--- src/rtl/keypad_hex_entry.sv ---
// keypad_hex_entry: 4x4 keypad scanner with debounce and two-digit hex byte assembly.
// Ports: i_clk/i_rst_n clock and async active-low reset; o_row/i_col active-low keypad matrix;
// o_key_valid/o_key accepted key pulse and code; o_entry partial byte; i_clear aborts entry;
// o_byte_valid/o_byte/i_byte_ready completed-byte handshake; o_overrun pulses when a byte is dropped.
module keypad_hex_entry #(
    parameter int SCAN_DIV     = 1000,
    parameter int DEBOUNCE_CNT = 8
) (
    input  logic       i_clk,
    input  logic       i_rst_n,
    output logic [3:0] o_row,
    input  logic [3:0] i_col,
    input  logic       i_clear,
    output logic       o_key_valid,
    output logic [3:0] o_key,
    output logic [7:0] o_entry,
    output logic       o_byte_valid,
    output logic [7:0] o_byte,
    input  logic       i_byte_ready,
    output logic       o_overrun
);
    typedef enum logic [1:0] {SCAN, DEBOUNCE, HELD} state_t;
    state_t      state, state_n;
    logic [3:0]  col_meta, col_sync, col_lat, col_lat_n;
    logic [15:0] period;
    logic [1:0]  row, row_n, col_idx;
    logic [7:0]  match, match_n;
    logic        sample, one_low, accept, phase;
    logic [3:0]  key_code;

    assign sample   = period == 16'(SCAN_DIV - 1);
    assign one_low  = (col_sync == 4'b1110) || (col_sync == 4'b1101) ||
                      (col_sync == 4'b1011) || (col_sync == 4'b0111);
    assign col_idx  = !col_sync[0] ? 2'd0 : !col_sync[1] ? 2'd1 : !col_sync[2] ? 2'd2 : 2'd3;
    assign key_code = {row, col_idx};
    assign o_row    = ~(4'b0001 << row);

    // match doubles as the press-match count in DEBOUNCE and the release count in HELD
    always_comb begin
        state_n   = state;
        row_n     = row;
        col_lat_n = col_lat;
        match_n   = match;
        accept    = 1'b0;
        if (sample) begin
            case (state)
                SCAN: begin
                    if (one_low) begin
                        col_lat_n = col_sync;
                        match_n   = 8'd1;
                        if (DEBOUNCE_CNT == 1) begin
                            accept  = 1'b1;
                            state_n = HELD;
                            match_n = 8'd0;
                        end else begin
                            state_n = DEBOUNCE;
                        end
                    end else begin
                        row_n = row + 2'd1;
                    end
                end
                DEBOUNCE: begin
                    if (col_sync == col_lat) begin
                        match_n = match + 8'd1;
                        if (match + 8'd1 == 8'(DEBOUNCE_CNT)) begin
                            accept  = 1'b1;
                            state_n = HELD;
                            match_n = 8'd0;
                        end
                    end else begin
                        state_n = SCAN;
                        row_n   = row + 2'd1;
                    end
                end
                HELD: begin
                    if (col_sync == 4'hF) begin
                        match_n = match + 8'd1;
                        if (match + 8'd1 == 8'(DEBOUNCE_CNT)) begin
                            state_n = SCAN;
                            row_n   = row + 2'd1;
                            match_n = 8'd0;
                        end
                    end else begin
                        match_n = 8'd0;
                    end
                end
                default: state_n = SCAN;
            endcase
        end
    end

    always_ff @(posedge i_clk or negedge i_rst_n) begin
        if (!i_rst_n) begin
            state    <= SCAN;
            col_meta <= 4'hF;
            col_sync <= 4'hF;
            col_lat  <= 4'hF;
            period   <= '0;
            row      <= '0;
            match    <= '0;
        end else begin
            state    <= state_n;
            col_meta <= i_col;
            col_sync <= col_meta;
            col_lat  <= col_lat_n;
            period   <= sample ? 16'd0 : period + 16'd1;
            row      <= row_n;
            match    <= match_n;
        end
    end

    always_ff @(posedge i_clk or negedge i_rst_n) begin
        if (!i_rst_n) begin
            o_key_valid  <= 1'b0;
            o_key        <= '0;
            o_entry      <= '0;
            phase        <= 1'b0;
            o_byte       <= '0;
            o_byte_valid <= 1'b0;
            o_overrun    <= 1'b0;
        end else begin
            o_key_valid <= accept;
            o_overrun   <= 1'b0;
            if (accept) o_key <= key_code;
            if (o_byte_valid && i_byte_ready) o_byte_valid <= 1'b0;
            if (i_clear) begin
                o_entry <= '0;
                phase   <= 1'b0;
            end else if (accept && !phase) begin
                o_entry <= {key_code, 4'h0};
                phase   <= 1'b1;
            end else if (accept) begin
                o_entry <= '0;
                phase   <= 1'b0;
                // a consumer taking the old byte this cycle frees the slot for the new one
                if (!o_byte_valid || i_byte_ready) begin
                    o_byte       <= {o_entry[7:4], key_code};
                    o_byte_valid <= 1'b1;
                end else begin
                    o_overrun <= 1'b1;
                end
            end
        end
    end
endmodule
--- config.mk ---
export PLATFORM = sky130hd
export DESIGN_NAME = keypad_hex_entry
export DESIGN_NICKNAME = d
export VERILOG_FILES = /design/src/rtl/keypad_hex_entry.sv
export SDC_FILE = /design/constraint.sdc
export NUM_CORES = 1
export LEC_CHECK = 0
export ABC_AREA = 1
export BUFFER_PORTS_ARGS = -buffer_cell sky130_fd_sc_hd__buf_2
export CAP_MARGIN = 20
export CORE_MARGIN = 2
export CORE_UTILIZATION = 55
export CTS_CLUSTER_DIAMETER = 60
export DETAILED_ROUTE_END_ITERATION = 12
export PLACE_DENSITY = 0.76
export SLEW_MARGIN = 5
export SYNTH_ARGS = -nofsm -noshare
export SYNTH_HDL_FRONTEND = slang
export SYNTH_SLANG_ARGS = --single-unit
--- constraint.sdc ---
create_clock -name i_clk -period 2.33 [get_ports i_clk]
set_clock_uncertainty 0.15 [all_clocks]
set_input_delay 0.3495 -clock i_clk [delete_from_list [all_inputs] [get_ports i_clk]]
set_output_delay 0.3495 -clock i_clk [all_outputs]
set_load 0.05 [all_outputs]
==> impl_metrics.env, run 1 <==
export IMPL_r2r_slack_ns=0.18
export IMPL_antennaDiodeCount=0
export IMPL_synth_edf_count=0
export IMPL_crit_arrival_ns=2.28
export IMPL_cts_root_buf="clkbuf_8"
export IMPL_viasPerCell=4.97
export IMPL_synth_seq_cells=60
export IMPL_antenna_found_initial=0
export IMPL_area_growth_syn_to_layout_pct=17.0
export IMPL_syn_cell_area_um2=3020
export IMPL_yosysMostFrequentCell="nand2_1"
export IMPL_crit_start="match[0]"
export IMPL_clk_latency_ns=0.34
export IMPL_setup_viol=0
export IMPL_r2r_start="match[0]"
export IMPL_fin_crit_ns=2.15
export IMPL_ir_worst_vdd_uv=618
export IMPL_post_dp_hpwl_um=4240
export IMPL_synthTopCellsByCount="nand2_1, inv_1, dfrtp_1"
export IMPL_grt_overflow_total=0
export IMPL_use_met3_pct=4.48
export IMPL_syn_area_per_cell_um2=8.31
export IMPL_cp_depth=10
export IMPL_rows=26
export IMPL_multi_input_area_um2=1270
export IMPL_grt_setup_unrepaired="false"
export IMPL_cp_endpoint="o_byte[2]"
export IMPL_hold_class="in2reg"
export IMPL_max_freq_ghz=0.464
export IMPL_nFillCells=434
export IMPL_crit_path_cell_trace="ha_1 -> nand3_1 -> o21bai_1 -> nand2_1 -> nor2_1 -> nand3_1 -> nor2_4 -> buf_4 -> nand4_1 -> nand2_1"
export IMPL_cp_required_ns=2.46
export IMPL_grt_pass1_vias=2325
export IMPL_nets=430
export IMPL_cts_tree="built"
export IMPL_relSlewSlack_pct=62.9
export IMPL_cp_num_buf_inv=1
export IMPL_grt_pass1_wl_um=10100
export IMPL_ys_flop_type="dfrtp_1"
export IMPL_start_kind="flip-flop"
export IMPL_yosysUniqueCellTypes=27
export IMPL_drt_iter0_drc=127
export IMPL_crit_path_max_incr_delay_ns=0.43
export IMPL_path_clk_slew_ns=0.06
export IMPL_die_w_um=78.1
export IMPL_seq_area_frac_synth_pct=50.2
export IMPL_worst_pin_slew_ns=0.557
export IMPL_wl_per_cell_um=11.8
export IMPL_drc=0
export IMPL_holdPathStages=4
export IMPL_outcome="complete, no violations"
export IMPL_io_pins=35
export IMPL_maxCapViolations=0
export IMPL_finalMaxSlewViolations=0
export IMPL_busiest_layer="met2"
export IMPL_yosysTopAreaCell="dfrtp_1"
export IMPL_die_area_um2=6100
export IMPL_final_hold_violation_count=0
export IMPL_power_leakage_nw=1.85
export IMPL_grt_start_max_net_pins=26
export IMPL_postRouteAntennaNets=0
export IMPL_h_tree_depth=3
export IMPL_finalSetupTns_ns=0
export IMPL_drt_pass1_iterations=4
export IMPL_min_period_over_period_pct=92.4
export IMPL_place_gp_congestion=0.923
export IMPL_powerDensity_nw_per_um2=606
export IMPL_cts_sinks=60
export IMPL_path_max_fanout=9
export IMPL_wl_um=5750
export IMPL_core_um2=5200
export IMPL_yosys_warnings=0
export IMPL_reg2reg_depth=10
export IMPL_end_kind="flip-flop"
export IMPL_fin_util_pct=67.9
export IMPL_cts_made_buffers=9
export IMPL_use_met1_pct=27.7
export IMPL_synth_cells=363
export IMPL_r2r_end="o_byte[2]"
export IMPL_io_buffers=30
export IMPL_drive_gt1_share_pct=17.7
export IMPL_synthTopCellsByArea="dfrtp_1, nand2_1, dfstp_2, inv_1, nand3_1"
export IMPL_ys_async_sr_fraction_pct=100
export IMPL_track_usage_pct=20.9
export IMPL_grt_util_met2_pct=33.0
export IMPL_cts_resized=0
export IMPL_critical_path_top_delay_family="simple AND/OR/NAND/NOR gates"
export IMPL_initial_core_util_pct=58.0
export IMPL_synth_top_cell_area_share_pct=39.8
export IMPL_die_h_um=78.1
export IMPL_critical_path_class="reg2reg"
export IMPL_ctsLongestPathBuffers=2
export IMPL_regArea_um2=1520
export IMPL_cp_slowest_cell="dfrtp_1"
export IMPL_via_count=2418
==> worst min-delay path: cells and delay by family <==
| family | cells | cell delay [ns] |
|---|---|---|
| buffers and inverters | 1 | 0.10 |
| and+or+nand+nor | 3 | 0.18 |
==> report_power, final <==
group	total [mW]	internal (mW)	switching [mW]
sequential	1.06	1.06	0.00417
clock	1.01	0.626	0.387
combinational	0.0694	0.0183	0.0511
==> kinds of logic after synthesis <==
group                      after synthesis  synth area share [%]
and+or+nand+nor                        191                  28.6
xor gates and xnor gates                 9                  2.61
buffers and inverters                   58                  8.13
other                                    1                 0.124
DFF                                     60                  50.2
adders and majority gates               10                  4.15
AOI/OAI and AO/OA                       34                  6.14
==> worst min path at each step <==
stage / start / endpoint / slack [ns]
after CTS: i_clear / o_entry[4] / 0.18
after detailed placement: col_meta[0] / col_sync[0] / 0.20
final: i_clear / o_entry[4] / 0.19
after floorplan: i_rst_n / match[0] / -0.1
after global placement: col_meta[0] / col_sync[0] / 0.20
after global routing: col_meta[0] / col_sync[0] / 0.21
==> state kept, by name, summed over array words and instances (netlist names) <==
register / count
o_key: 4
o_key_valid: 1
o_byte_valid: 1
row: 2
o_overrun: 1
o_byte: 8
o_entry: 4
col_meta: 4
match: 8
phase: 1
col_lat: 4
state: 2
period: 16
col_sync: 4
==> layer usage <==
metal	share of wire [%]	wire (um)
met1	48	2780
met2	46	2630
met3	4.2	239
met4	1.8	106
met5	0	0
==> stage by stage <==
step	power (mW)	hold WS [ns]	std cells	cell area [um^2]	worst slack [ns]
floorplan	1.11	-0.0961	366	3030	0.476
global placement	1.14	0.196	463	3240	0.227
detailed placement	1.14	0.197	463	3240	0.107
CTS	2.16	0.177	484	3510	0.103
global route	2.23	0.211	487	3530	0.00211
finish	2.14	0.186	487	3530	0.177
==> what timing repair did <==
action | in CTS | in global routing
hold buffers | 5 | 0
buffers inserted | 0 | 3
hold endpoints to repair | 27 | 0
endpoints found under the setup margin | 0 | 20
==> area by class of cell <==
class                           instances  share of cell area (%)
Clock buffer                           11                    4.00
Clock inverter                          5                    2.13
Inverter                               51                    5.42
Multi-Input combinational cell        248                    35.9
Sequential cell                        60                    42.9
Tap cell                               70                    2.48
Timing Repair Buffer                   42                    7.16
==> placed cells by master (no fill, tap or decap), types with 5 or more instances in the layout <==
cell type and n:
a21oi_1 9, buf_2 30, buf_4 7, clkbuf_8 10, dfrtp_1 48, dfstp_2 12
dlygate4sd3_1 5, ha_1 10, inv_1 51, nand2_1 95, nand2_2 5, nand3_1 30
nand4_1 13, nor2_1 35, o21ai_0 11, o21ai_1 5, o22ai_1 5, xor2_1 7
(Power assumes the default switching activity.)
==> inputs of run 2 (changes only) <==
- ABC_AREA: 1 -> 0
==> run 2 against run 1 <==
  * The run now ends with negative setup slack left
  * Maximum frequency down 11%
  * Count of clock-buffer cells in the layout down 1
  * Synthesized area down 2.8%
  * Die area down 2.6%
  * Highest routed layer unchanged
==> impl_metrics.env, run 2 <==
export IMPL_outcome="finished, violations left"
export IMPL_violations="negative setup slack"
export IMPL_finalMaxSlewViolations=0
export IMPL_h_tree_depth=3
export IMPL_nets=359
export IMPL_cts_tree="built"
export IMPL_track_usage_pct=22.0
export IMPL_clk_latency_ns=0.34
export IMPL_core_um2=5140
export IMPL_path_clk_slew_ns=0.07
export IMPL_holdPathStages=2
export IMPL_drive_gt1_share_pct=38.7
export IMPL_setup_ws_ns=-0.0865
export IMPL_initial_core_util_pct=57.1
export IMPL_synth_seq_cells=60
export IMPL_wl_um=6110
export IMPL_viasPerCell=5.20
export IMPL_ys_flop_type="dfrtp_1"
export IMPL_maxCapViolations=0
export IMPL_placed_area_um2=3380
export IMPL_max_freq_ghz=0.414
export IMPL_die_area_um2=5940
export IMPL_seq_area_frac_synth_pct=51.7
export IMPL_r2r_start="match[1]"
export IMPL_antennaDiodeCount=0
export IMPL_syn_area_per_cell_um2=11.2
export IMPL_place_inst=388
export IMPL_grt_setup_unrepaired="true"
export IMPL_cts_made_buffers=9
export IMPL_power_leakage_nw=1.84
export IMPL_r2r_slack_ns=-0.09
export IMPL_worstHoldEndpoint="o_entry[4]"
export IMPL_cts_sinks=60
export IMPL_min_from="i_clear"
export IMPL_rows=26
export IMPL_postRouteAntennaNets=0
export IMPL_worst_pin_slew_ns=0.632
export IMPL_ir_worst_vdd_uv=652
export IMPL_crit_arrival_ns=2.49
export IMPL_via_count=2163
export IMPL_powerDensity_nw_per_um2=568
export IMPL_place_gp_congestion=0.947
export IMPL_grt_start_max_net_pins=34
export IMPL_syn_cell_area_um2=2930
export IMPL_grt_pass1_wl_um=10200
export IMPL_yosys_warnings=0
export IMPL_cts_root_buf="clkbuf_8"
export IMPL_critical_path_class="reg2reg"
export IMPL_wl_per_cell_um=14.7
export IMPL_cpMostUsedCell="buf_6"
export IMPL_die_w_um=77.0
export IMPL_grt_pass1_vias=2172
export IMPL_drt_iter0_drc=86
export IMPL_path_max_fanout=4
export IMPL_top_regs="period: 16 flops, match: 8 flops, o_byte: 8 flops"
export IMPL_ctsLongestPathBuffers=2
export IMPL_largest_register_ffs=16
export IMPL_relSlewSlack_pct=57.9
export IMPL_synth_edf_count=0
export IMPL_start_kind="flip-flop"
export IMPL_synthTopCellsByCount="dfrtp_1, nor2_1, mux2_2"
export IMPL_post_dp_hpwl_um=4160
export IMPL_io_buffers=30
export IMPL_grt_overflow_total=0
export IMPL_largest_register="period"
export IMPL_area_growth_syn_to_layout_pct=30.8
export IMPL_min_period_over_period_pct=104
export IMPL_antenna_found_initial=0
export IMPL_power_mw=2.18
export IMPL_crit_path_cell_trace="buf_6 -> nand2_2 -> o21a_1 -> nor4_4 -> and4b_1 -> and3b_2 -> buf_6 -> mux2_4"
export IMPL_synth_cells=262
export IMPL_hold_class="in2reg"
export IMPL_drc=0
export IMPL_yosysMostFrequentCell="dfrtp_1"
export IMPL_yosysTopAreaCell="dfrtp_1"
export IMPL_synthTopCellsByArea="dfrtp_1, dfstp_2, mux2_2, ha_1, xor2_1"
export IMPL_reg2reg_depth=8
export IMPL_yosysUniqueCellTypes=51
export IMPL_cp_required_ns=2.40
export IMPL_crit_path_max_incr_delay_ns=0.43
export IMPL_drt_pass1_iterations=4
export IMPL_ys_async_sr_fraction_pct=100
export IMPL_setup_viol=10
export IMPL_die_h_um=77.0
export IMPL_end_kind="flip-flop"
export IMPL_fin_cells=416
export IMPL_r2r_end="o_byte[2]"
export IMPL_layout_common_cells="dfrtp_1, buf_2, buf_4"
export IMPL_io_pins=35
export IMPL_synth_top_cell_area_share_pct=40.9
export IMPL_final_hold_violation_count=0
export IMPL_postLayoutCellArea_um2=3840
export IMPL_layout_commonest_cell="dfrtp_1"
export IMPL_cp_slowest_cell="dfrtp_1"
export IMPL_fin_crit_ns=2.42
-- run 2: final cells by class --
class / instances / area (um^2)
Timing Repair Buffer: 72 / 517
Multi-Input combinational cell: 185 / 1440
Clock buffer: 10 / 138
Clock inverter: 6 / 87.6
Fill cell: 358 / 1300
Sequential cell: 60 / 1520
Tap cell: 70 / 87.6
Inverter: 13 / 48.8
-- run 2: worst max-delay path: cells and delay by family (launching register included) --
family | cells | cell delay (ns)
buffers and inverters | 2 | 0.26
AND/OR/NAND/NOR | 4 | 0.92
multiplexers | 1 | 0.30
AO/OA/AOI/OAI | 1 | 0.23
flip-flops | 1 | 0.43
-- run 2: metrics by stage --
| step | TNS, ns | utilization (%) | setup slack [ns] | hold slack, ns |
|---|---|---|---|---|
| global placement | -0.141 | 65.7 | -0.0207 | 0.196 |
| global route | -1.67 | 74.7 | -0.157 | 0.0848 |
| CTS | -1.20 | 72.4 | -0.137 | 0.0831 |
| finish | -0.693 | 74.7 | -0.0865 | 0.0908 |
| floorplan | 0 | - | 0.000547 | -0.0961 |
| detailed placement | -1.01 | 65.7 | -0.130 | 0.199 |
-- run 2: cells by family (layout without fill, tap and decap cells) --
family | count (synthesis) | after routing | synth area share [%]
mux | 22 | 22 | 8.40
other cells | 1 | 4 | 0.128
compound gates | 30 | 30 | 6.95
xor+xnor | 21 | 21 | 6.27
flops | 60 | 60 | 51.7
simple gates | 98 | 98 | 19.1
fa+ha+maj | 10 | 10 | 4.26
buf+inv | 20 | 101 | 3.16
-- run 2: how the worst max path moves through the flow --
stage,startpoint,end,cells past startpoint
after floorplan,match[0],o_byte[0],8
after global placement,col_sync[1],o_byte[0],7
after detailed placement,match[0],o_byte[2],8
after CTS,match[0],o_byte[2],8
after global routing,match[3],o_byte[2],7
final,match[1],o_byte[2],8
-- run 2: where the power goes --
part | switching (mW) | internal (mW)
Clock | 0.412 | 0.631
Combinational | 0.0518 | 0.0257
Sequential | 0.00394 | 1.05
Total | 0.468 | 1.71
-- run 2: what timing repair did --
| action | CTS | global route |
|---|---|---|
| endpoints found under the hold margin | 19 | 0 |
| resized for setup | 11 | 19 |
| hold buffers | 5 | 0 |
| setup endpoints to repair | 9 | 25 |
| pin swaps | 4 | 4 |
| setup buffers | 4 | 3 |
| gates cloned | 0 | 0 |
-- run 2: metal layers --
layer	global-route usage, %	up-vias	part of all wire (%)
met5	0	-	0
met4	7.86	0	2.1
met3	6.00	17	4.1
met2	36.8	57	50
met1	27.4	1033	44
li1	-	1056	-
